**src/rtl/resize_mul_pipe.sv**
```systemverilog
// Pipelined signed/unsigned multiplier with post-shift and resize, valid/ready handshake.
// Optional saturation of narrowed results is enabled with `define RESIZE_MUL_PIPE_SAT_EN.
module resize_mul_pipe #(
  parameter int unsigned din0_WIDTH = 16,
  parameter int unsigned din1_WIDTH = 16,
  parameter int unsigned dout_WIDTH = 32,
  parameter int unsigned NUM_STAGE  = 3,
  parameter int unsigned SHIFT      = 0
) (
  input  logic                  ap_clk,
  input  logic                  ap_rst_n,
  input  logic                  in_valid,
  output logic                  in_ready,
  input  logic [din0_WIDTH-1:0] din0,
  input  logic [din1_WIDTH-1:0] din1,
  input  logic                  is_signed,
  output logic                  out_valid,
  input  logic                  out_ready,
  output logic [dout_WIDTH-1:0] dout,
  output logic                  sat_flag
);

  localparam int unsigned PW = din0_WIDTH + din1_WIDTH;

  // Low PW bits of the product of PW-bit extended operands equal the exact product.
  function automatic logic [PW-1:0] mul_ext(input logic [din0_WIDTH-1:0] a,
                                            input logic [din1_WIDTH-1:0] b,
                                            input logic                  sgn);
    logic [PW-1:0] ax;
    logic [PW-1:0] bx;
    ax = {{din1_WIDTH{sgn & a[din0_WIDTH-1]}}, a};
    bx = {{din0_WIDTH{sgn & b[din1_WIDTH-1]}}, b};
    return ax * bx;
  endfunction

  logic                  advance;
  logic [NUM_STAGE-1:0]  valid_q;
  logic [PW-1:0]         fin_p;
  logic                  fin_s;
  logic [PW-1:0]         shifted;
  logic [dout_WIDTH-1:0] res_d;
  logic [dout_WIDTH-1:0] dout_q;

  // Global stall: every stage moves together, bubbles included.
  assign advance   = ~out_valid | out_ready;
  assign in_ready  = advance;
  assign out_valid = valid_q[NUM_STAGE-1];
  assign dout      = dout_q;

  always_ff @(posedge ap_clk or negedge ap_rst_n) begin
    if (!ap_rst_n) begin
      valid_q <= '0;
    end else if (advance) begin
      valid_q[0] <= in_valid;
      for (int i = 1; i < NUM_STAGE; i++) begin
        valid_q[i] <= valid_q[i-1];
      end
    end
  end

  // Payload stages feeding the output register.
  generate
    if (NUM_STAGE == 1) begin : g_direct
      assign fin_p = mul_ext(din0, din1, is_signed);
      assign fin_s = is_signed;
    end else begin : g_staged
      logic [din0_WIDTH-1:0] a_q;
      logic [din1_WIDTH-1:0] b_q;
      logic                  s0_q;

      always_ff @(posedge ap_clk or negedge ap_rst_n) begin
        if (!ap_rst_n) begin
          a_q  <= '0;
          b_q  <= '0;
          s0_q <= 1'b0;
        end else if (advance) begin
          a_q  <= din0;
          b_q  <= din1;
          s0_q <= is_signed;
        end
      end

      if (NUM_STAGE == 2) begin : g_two
        assign fin_p = mul_ext(a_q, b_q, s0_q);
        assign fin_s = s0_q;
      end else begin : g_deep
        localparam int unsigned ND = NUM_STAGE - 2;
        logic [PW-1:0] prod_q [ND];
        logic [ND-1:0] sgn_q;

        always_ff @(posedge ap_clk or negedge ap_rst_n) begin
          if (!ap_rst_n) begin
            for (int i = 0; i < ND; i++) begin
              prod_q[i] <= '0;
            end
            sgn_q <= '0;
          end else if (advance) begin
            prod_q[0] <= mul_ext(a_q, b_q, s0_q);
            sgn_q[0]  <= s0_q;
            for (int i = 1; i < ND; i++) begin
              prod_q[i] <= prod_q[i-1];
              sgn_q[i]  <= sgn_q[i-1];
            end
          end
        end

        assign fin_p = prod_q[ND-1];
        assign fin_s = sgn_q[ND-1];
      end
    end
  endgenerate

  always_comb begin
    if (fin_s) begin
      shifted = PW'($signed(fin_p) >>> SHIFT);
    end else begin
      shifted = fin_p >> SHIFT;
    end
  end

`ifdef RESIZE_MUL_PIPE_SAT_EN
  logic sat_d;
  logic sat_q;
  assign sat_flag = sat_q;
`else
  assign sat_flag = 1'b0;
`endif

  generate
    if (dout_WIDTH > PW) begin : g_widen
      assign res_d = {{(dout_WIDTH - PW){fin_s & shifted[PW-1]}}, shifted};
`ifdef RESIZE_MUL_PIPE_SAT_EN
      assign sat_d = 1'b0;
`endif
    end else if (dout_WIDTH == PW) begin : g_same
      assign res_d = shifted;
`ifdef RESIZE_MUL_PIPE_SAT_EN
      assign sat_d = 1'b0;
`endif
    end else begin : g_narrow
      logic [dout_WIDTH-1:0] trunc;
      assign trunc = dout_WIDTH'(shifted);
`ifdef RESIZE_MUL_PIPE_SAT_EN
      localparam logic [dout_WIDTH-1:0] SignedMin = dout_WIDTH'(1) << (dout_WIDTH - 1);
      // Dropped bits plus the kept sign bit: must all match for a signed fit.
      logic [PW-dout_WIDTH:0] hi_bits;
      logic                   ovf;
      assign hi_bits = shifted[PW-1:dout_WIDTH-1];

      always_comb begin
        ovf   = 1'b0;
        res_d = trunc;
        if (fin_s) begin
          ovf = ~((&hi_bits) | ~(|hi_bits));
          if (ovf) begin
            res_d = hi_bits[PW-dout_WIDTH] ? SignedMin : ~SignedMin;
          end
        end else begin
          ovf = |hi_bits[PW-dout_WIDTH:1];
          if (ovf) begin
            res_d = '1;
          end
        end
      end
      assign sat_d = ovf;
`else
      assign res_d = trunc;
`endif
    end
  endgenerate

  always_ff @(posedge ap_clk or negedge ap_rst_n) begin
    if (!ap_rst_n) begin
      dout_q <= '0;
    end else if (advance) begin
      dout_q <= res_d;
    end
  end

`ifdef RESIZE_MUL_PIPE_SAT_EN
  always_ff @(posedge ap_clk or negedge ap_rst_n) begin
    if (!ap_rst_n) begin
      sat_q <= 1'b0;
    end else if (advance) begin
      sat_q <= sat_d;
    end
  end
`endif

endmodule

```
**config.mk**
```make
export PLATFORM = sky130hd
export DESIGN_NAME = resize_mul_pipe
export DESIGN_NICKNAME = d
export VERILOG_FILES = /design/src/rtl/resize_mul_pipe.sv
export SDC_FILE = /design/constraint.sdc
export NUM_CORES = 1
export LEC_CHECK = 0
export ABC_CLOCK_PERIOD_IN_PS = 7450
export BUFFER_PORTS_ARGS = -buffer_cell sky130_fd_sc_hd__buf_2
export CAP_MARGIN = 20
export CORE_AREA = 2 2 222 224
export CTS_CLUSTER_SIZE = 12
export DETAILED_ROUTE_END_ITERATION = 6
export DIE_AREA = 0 0 224 226
export GPL_TIMING_DRIVEN = 0
export MAX_ROUTING_LAYER = met4
export PLACE_DENSITY = 0.5
export SLEW_MARGIN = 20
export SYNTH_ARGS = -nofsm -noshare
export SYNTH_HDL_FRONTEND = slang
export SYNTH_SLANG_ARGS = --single-unit
```
**constraint.sdc**
```tcl
create_clock -name ap_clk -period 7.45 [get_ports ap_clk]
set_input_delay 0.3725 -clock ap_clk [delete_from_list [all_inputs] [get_ports ap_clk]]
set_output_delay 0.3725 -clock ap_clk [all_outputs]
set_load 0.005 [all_outputs]
```
---- Yosys cells after proc, flatten, opt, wreduce, memory -nomap -nowiden ----
Index checks and enable logic that the tools add are counted.
cells by class
  add/sub/neg operators ................... 0
  multipliers ............................. 1
  div/mod/pow operators ................... 0
  $lt $le $gt $ge ......................... 0
  equality and inequality tests ........... 0
  shift-type cells ........................ 0
  mux-type cells .......................... 0
  bitwise operators ....................... 4
  reduce and logical (&&, ||, !) cells .... 0
operator list
  operator                      count
  multiplier 17 x 17 -> 32 bit  1
  AND 1 bit                     2
  NOT 1 bit                     1
  bitwise OR 1 bit              1
word-level totals
  bits in registers ....................... 100
  latch bits .............................. 0
  RAM bits ................................ 0
  ROM bits ................................ 0
  input bits .............................. 37
  word-level logic and storage cells ...... 11
  memories ................................ 0

---- Depth between registers and ports, before layout ----
  depth in word-level cells ............... 2
  depth in mapped cells ................... 24

---- Least setup slack after synthesis ----
No wires, ideal clock.
  kind .................................... register to register
  from .................................... register g_staged.b_q[5]
  to ...................................... register g_staged.g_deep.prod_q, in the netlist fin_p[26]
  library setup time ...................... 0.069 ns
  arrival ................................. 5.730 ns
  data required time ...................... 7.381 ns
  slack ................................... 1.651 ns
  stages on the path, launching flop included .. 24
  path buffers ............................ 2
  clock period less this slack ............ 5.799 ns
  cell sequence ........................... dfrtp_1 -> clkbuf_1 -> clkbuf_1 -> nand2_1 -> fa_1 -> inv_1 -> fa_1 -> inv_1 -> fa_1 -> inv_1 -> fa_1 -> fa_1 -> inv_1 -> fa_1 -> inv_1 -> ha_1 -> and3_1 -> o211ai_2 -> a21oi_2 -> o21ai_2 -> o21ai_2 -> a21oi_1 -> or4b_1 -> nand3_1
on the way
  word-level cells in the longest chain between the ends .. 1
RTL lines
  what                            line  text
  start: declaration              68    logic [din1_WIDTH-1:0] b_q;
  start signal: assignment        78    b_q <= din1;
  multiplier 17 x 17 -> 32 bit    33    return ax * bx;
  end signal: indexed assignment  101   prod_q[i] <= prod_q[i-1];
  end: declaration                88    logic [PW-1:0] prod_q [ND];
No other way between the ends.
A chain may end at the register's enable or synchronous reset.

---- Worst setup path in the final report ----
  from .................................... register g_staged.b_q[5]
  to ...................................... register g_staged.g_deep.prod_q, in the netlist fin_p[30]
Same word-level chain as after synthesis.

==> flow_metrics.env <==
export IMPL_status="completed"
export IMPL_drive_gt1_share_pct=6.41
export IMPL_slowest_stage="clkbuf_1"
export IMPL_ys_warn_count=0
export IMPL_first_pass_iters=5
export IMPL_die_y_um=226
export IMPL_routed_wl_mm=40.8
export IMPL_fp_row_count=81
export IMPL_antenna_found_initial=2
export IMPL_core_area_um2=48300
export IMPL_synth_edf_count=0
export IMPL_cp_start_kind="register"
export IMPL_finalCritPeriodShare_pct=94.8
export IMPL_max_freq_ghz=0.142
export IMPL_use_met1_pct=22.4
export IMPL_cpLargestDelayFamily="adder cells"
export IMPL_crit_buf_inv=7
export IMPL_clk_path_buf_depth=2
export IMPL_grt_max_degree=63
export IMPL_worstPathArrival_ps=7350
export IMPL_ant_nets=0
export IMPL_r2r_cells=23
export IMPL_cpMostUsedCell="fa_1"
export IMPL_syn_to_final_growth_pct=10.5
export IMPL_cp_slowest_stage_delay_ps=610
export IMPL_path_depth=23
export IMPL_synth_area_leaders="fa_1 (40%), dfrtp_1 (18%), nand2_1 (9.9%)"
export IMPL_cts_tree="built"
export IMPL_synth_nets=1982
export IMPL_gp_congestion=0.904
export IMPL_netlist_area_um2=14300
export IMPL_vias=10624
export IMPL_fin_crit_ps=7070
export IMPL_hold_start="din1[7]"
export IMPL_crit_path_start="g_staged.b_q[5]"
export IMPL_port_buffers=70
export IMPL_worstSetupPathType="reg -> reg"
export IMPL_ys_seq_area_share_pct=17.5
export IMPL_dp_hpwl_mm=33.7
export IMPL_gr_max_usage_layer="met2"
export IMPL_cts_resized=0
export IMPL_skew_ps=29.4
export IMPL_h_tree_depth=3
export IMPL_numCtsBuffers=9
export IMPL_end_kind="register"
export IMPL_postCtsSetupBuffers=0
export IMPL_first_iter_violations=601
export IMPL_fin_nets=2065
export IMPL_ys_seq_elements=100
export IMPL_regToRegSetupSlack_ps=380
export IMPL_overflow=0
export IMPL_via_per_inst=4.64
export IMPL_fin_tns_setup_ps=0
export IMPL_r2r_start="g_staged.b_q[5]"
export IMPL_rsz0062_at_grt="false"
export IMPL_clk_latency_ps=410
export IMPL_synth_top_cell_area_share_pct=39.5
export IMPL_maxCapViolCount=0
export IMPL_synthDistinctLibCells=51
export IMPL_fp_dieW_um=224
export IMPL_cp_max_fo=10
export IMPL_initial_utilization_pct=29.6
export IMPL_hp_class="in -> reg"
export IMPL_grt_pass1_vias=11513
export IMPL_yosys_most_used_dff="dfrtp_1"
export IMPL_grt_pass1_wl_mm=65.0
export IMPL_syn_area_per_cell_um2=9.04
export IMPL_crit_chain="clkbuf_1, clkbuf_1, nand2_1, fa_1, inv_1, fa_1, inv_1, fa_1, inv_1, fa_1, fa_1, inv_1, fa_1, inv_1, ha_1, a21oi_1, nor3b_1, a21oi_2, o211ai_1, o211ai_1, o31ai_1, mux2i_1, nand2_1"
export IMPL_use_met3_pct=2.94
export IMPL_drcViolationCount=0
export IMPL_finalSetupViolations=0
export IMPL_cts_root_buffer_cell="clkbuf_16"
export IMPL_worstMarginPinSlew_ps=1050
export IMPL_detail_route_wl_per_cell_um=17.8
export IMPL_cp_required_ps=7740
export IMPL_boundaryPins=72
export IMPL_grt_util_met2_pct=29.7
export IMPL_endpoint="fin_p[30]"
export IMPL_yosys_area_top_type="fa_1"
export IMPL_timing_final_hold_violations=0
export IMPL_dieArea_um2=50600
export IMPL_crit_reg2reg_capture="fin_p[30]"
export IMPL_relSlewSlack_pct=30.0
export IMPL_cts_sinks=100
export IMPL_syn_inst=1581
export IMPL_grt_usage_pct=17.7
export IMPL_async_reset_ff_share_pct=100
export IMPL_cts_clk_slew_worst_paths_ps=100
export IMPL_report_final_slew_viol_count=0
==> synthesized netlist by cell type (6+ instances only) <==
library cell  number
or2_2              6
xor2_1            12
o21ai_0           10
nand3_1            8
and2_1           129
inv_1            324
o21ai_1           10
and3_1            14
dfrtp_1          100
xnor2_1           21
fa_1             282
a21o_1            10
nor2_1            28
nand2b_1           7
a21oi_1           30
nand2_1          376
clkbuf_1          66
ha_1              82
==> worst min path at each step <==
stage | to | slack, ps | cells after the start
finish | g_staged.b_q[7] | 160 | 3
global route | g_staged.b_q[7] | 150 | 3
CTS | g_staged.a_q[12] | 140 | 3
global placement | valid_q[1] | 450 | 2
floorplan | dout[0] | 80 | 0
detailed placement | fin_p[5] | 340 | 1
==> state kept, by name (all words and copies together) (netlist names) <==
name           flops
fin_p             32
valid_q            3
g_staged.b_q      16
g_staged.s0_q      1
dout              32
g_staged.a_q      16
==> per-layer routing <==
layer	part of all wire, %	vias to the layer above
met3	4.8	36
met2	50	221
met4	1.8	0
li1	-	4802
met1	43	5565
met5	0	-
==> cells by family after synthesis <==
kind of cell | count (synthesis) | synth area share, %
AND/OR/NAND/NOR | 590 | 18.8
buffers and inverters | 394 | 10.4
adder cells (fa/ha/maj) | 364 | 46.7
flip-flops | 100 | 17.5
AO/OA/AOI/OAI | 97 | 4.42
XOR/XNOR | 33 | 2.02
multiplexers | 2 | 0.149
other | 1 | 0.0262
==> area by class of cell <==
type / instances / area, µm²
Antenna cell: 1 / 2.50
Sequential cell: 100 / 2500
Tap cell: 622 / 778
Clock buffer: 10 / 239
Fill cell: 5139 / 32500
Multi-Input combinational cell: 1087 / 10300
Clock inverter: 6 / 92.6
Buffer: 69 / 263
Timing Repair Buffer: 72 / 394
Inverter: 325 / 1220
==> timing repair <==
item,in CTS,in global routing
endpoints found under the setup margin,0,0
endpoints found under the hold margin,38,0
hold buffers,1,0
==> cells in the final DEF, fill, tap and decap left out, drive strengths merged, types with 6 or more instances in the layout <==
cell	Yosys	final
a21o	10	10
a21oi	34	34
and2	130	130
and3	14	14
buf	3	74
clkbuf	66	76
dfrtp	100	100
fa	282	282
ha	82	82
inv	325	327
nand2	376	376
nand2b	7	7
nand3	8	8
nor2	28	28
o21ai	24	24
o31ai	6	6
or2	6	6
xnor2	21	21
xor2	12	12
==> metrics by stage <==
| stage | hold slack, ps | cells | util (%) | instance area, µm² | setup slack (ps) |
|---|---|---|---|---|---|
| floorplan | 76.9 | 1581 | - | 14300 | 1650 |
| global placement | 446 | 2273 | 31.9 | 15400 | 441 |
| detailed placement | 336 | 2274 | 32.0 | 15500 | 420 |
| CTS | 142 | 2291 | 32.7 | 15800 | 388 |
| global route | 151 | 2291 | 32.7 | 15800 | 29.1 |
| finish | 158 | 2292 | 32.7 | 15800 | 384 |
==> worst register-to-register path: stages, from the launching register on <==
cell and delay (ps):
dfrtp_1 330, clkbuf_1 610, clkbuf_1 580, nand2_1 170
fa_1 560, inv_1 50, fa_1 470, inv_1 50
fa_1 500, inv_1 60, fa_1 560, fa_1 510
inv_1 50, fa_1 480, inv_1 40, ha_1 350
a21oi_1 280, nor3b_1 270, a21oi_2 70, o211ai_1 180
o211ai_1 200, o31ai_1 300, mux2i_1 230, nand2_1 60
Power is not shown: default switching activity piles up to over one toggle a cycle in this logic, so the estimate is an artifact.
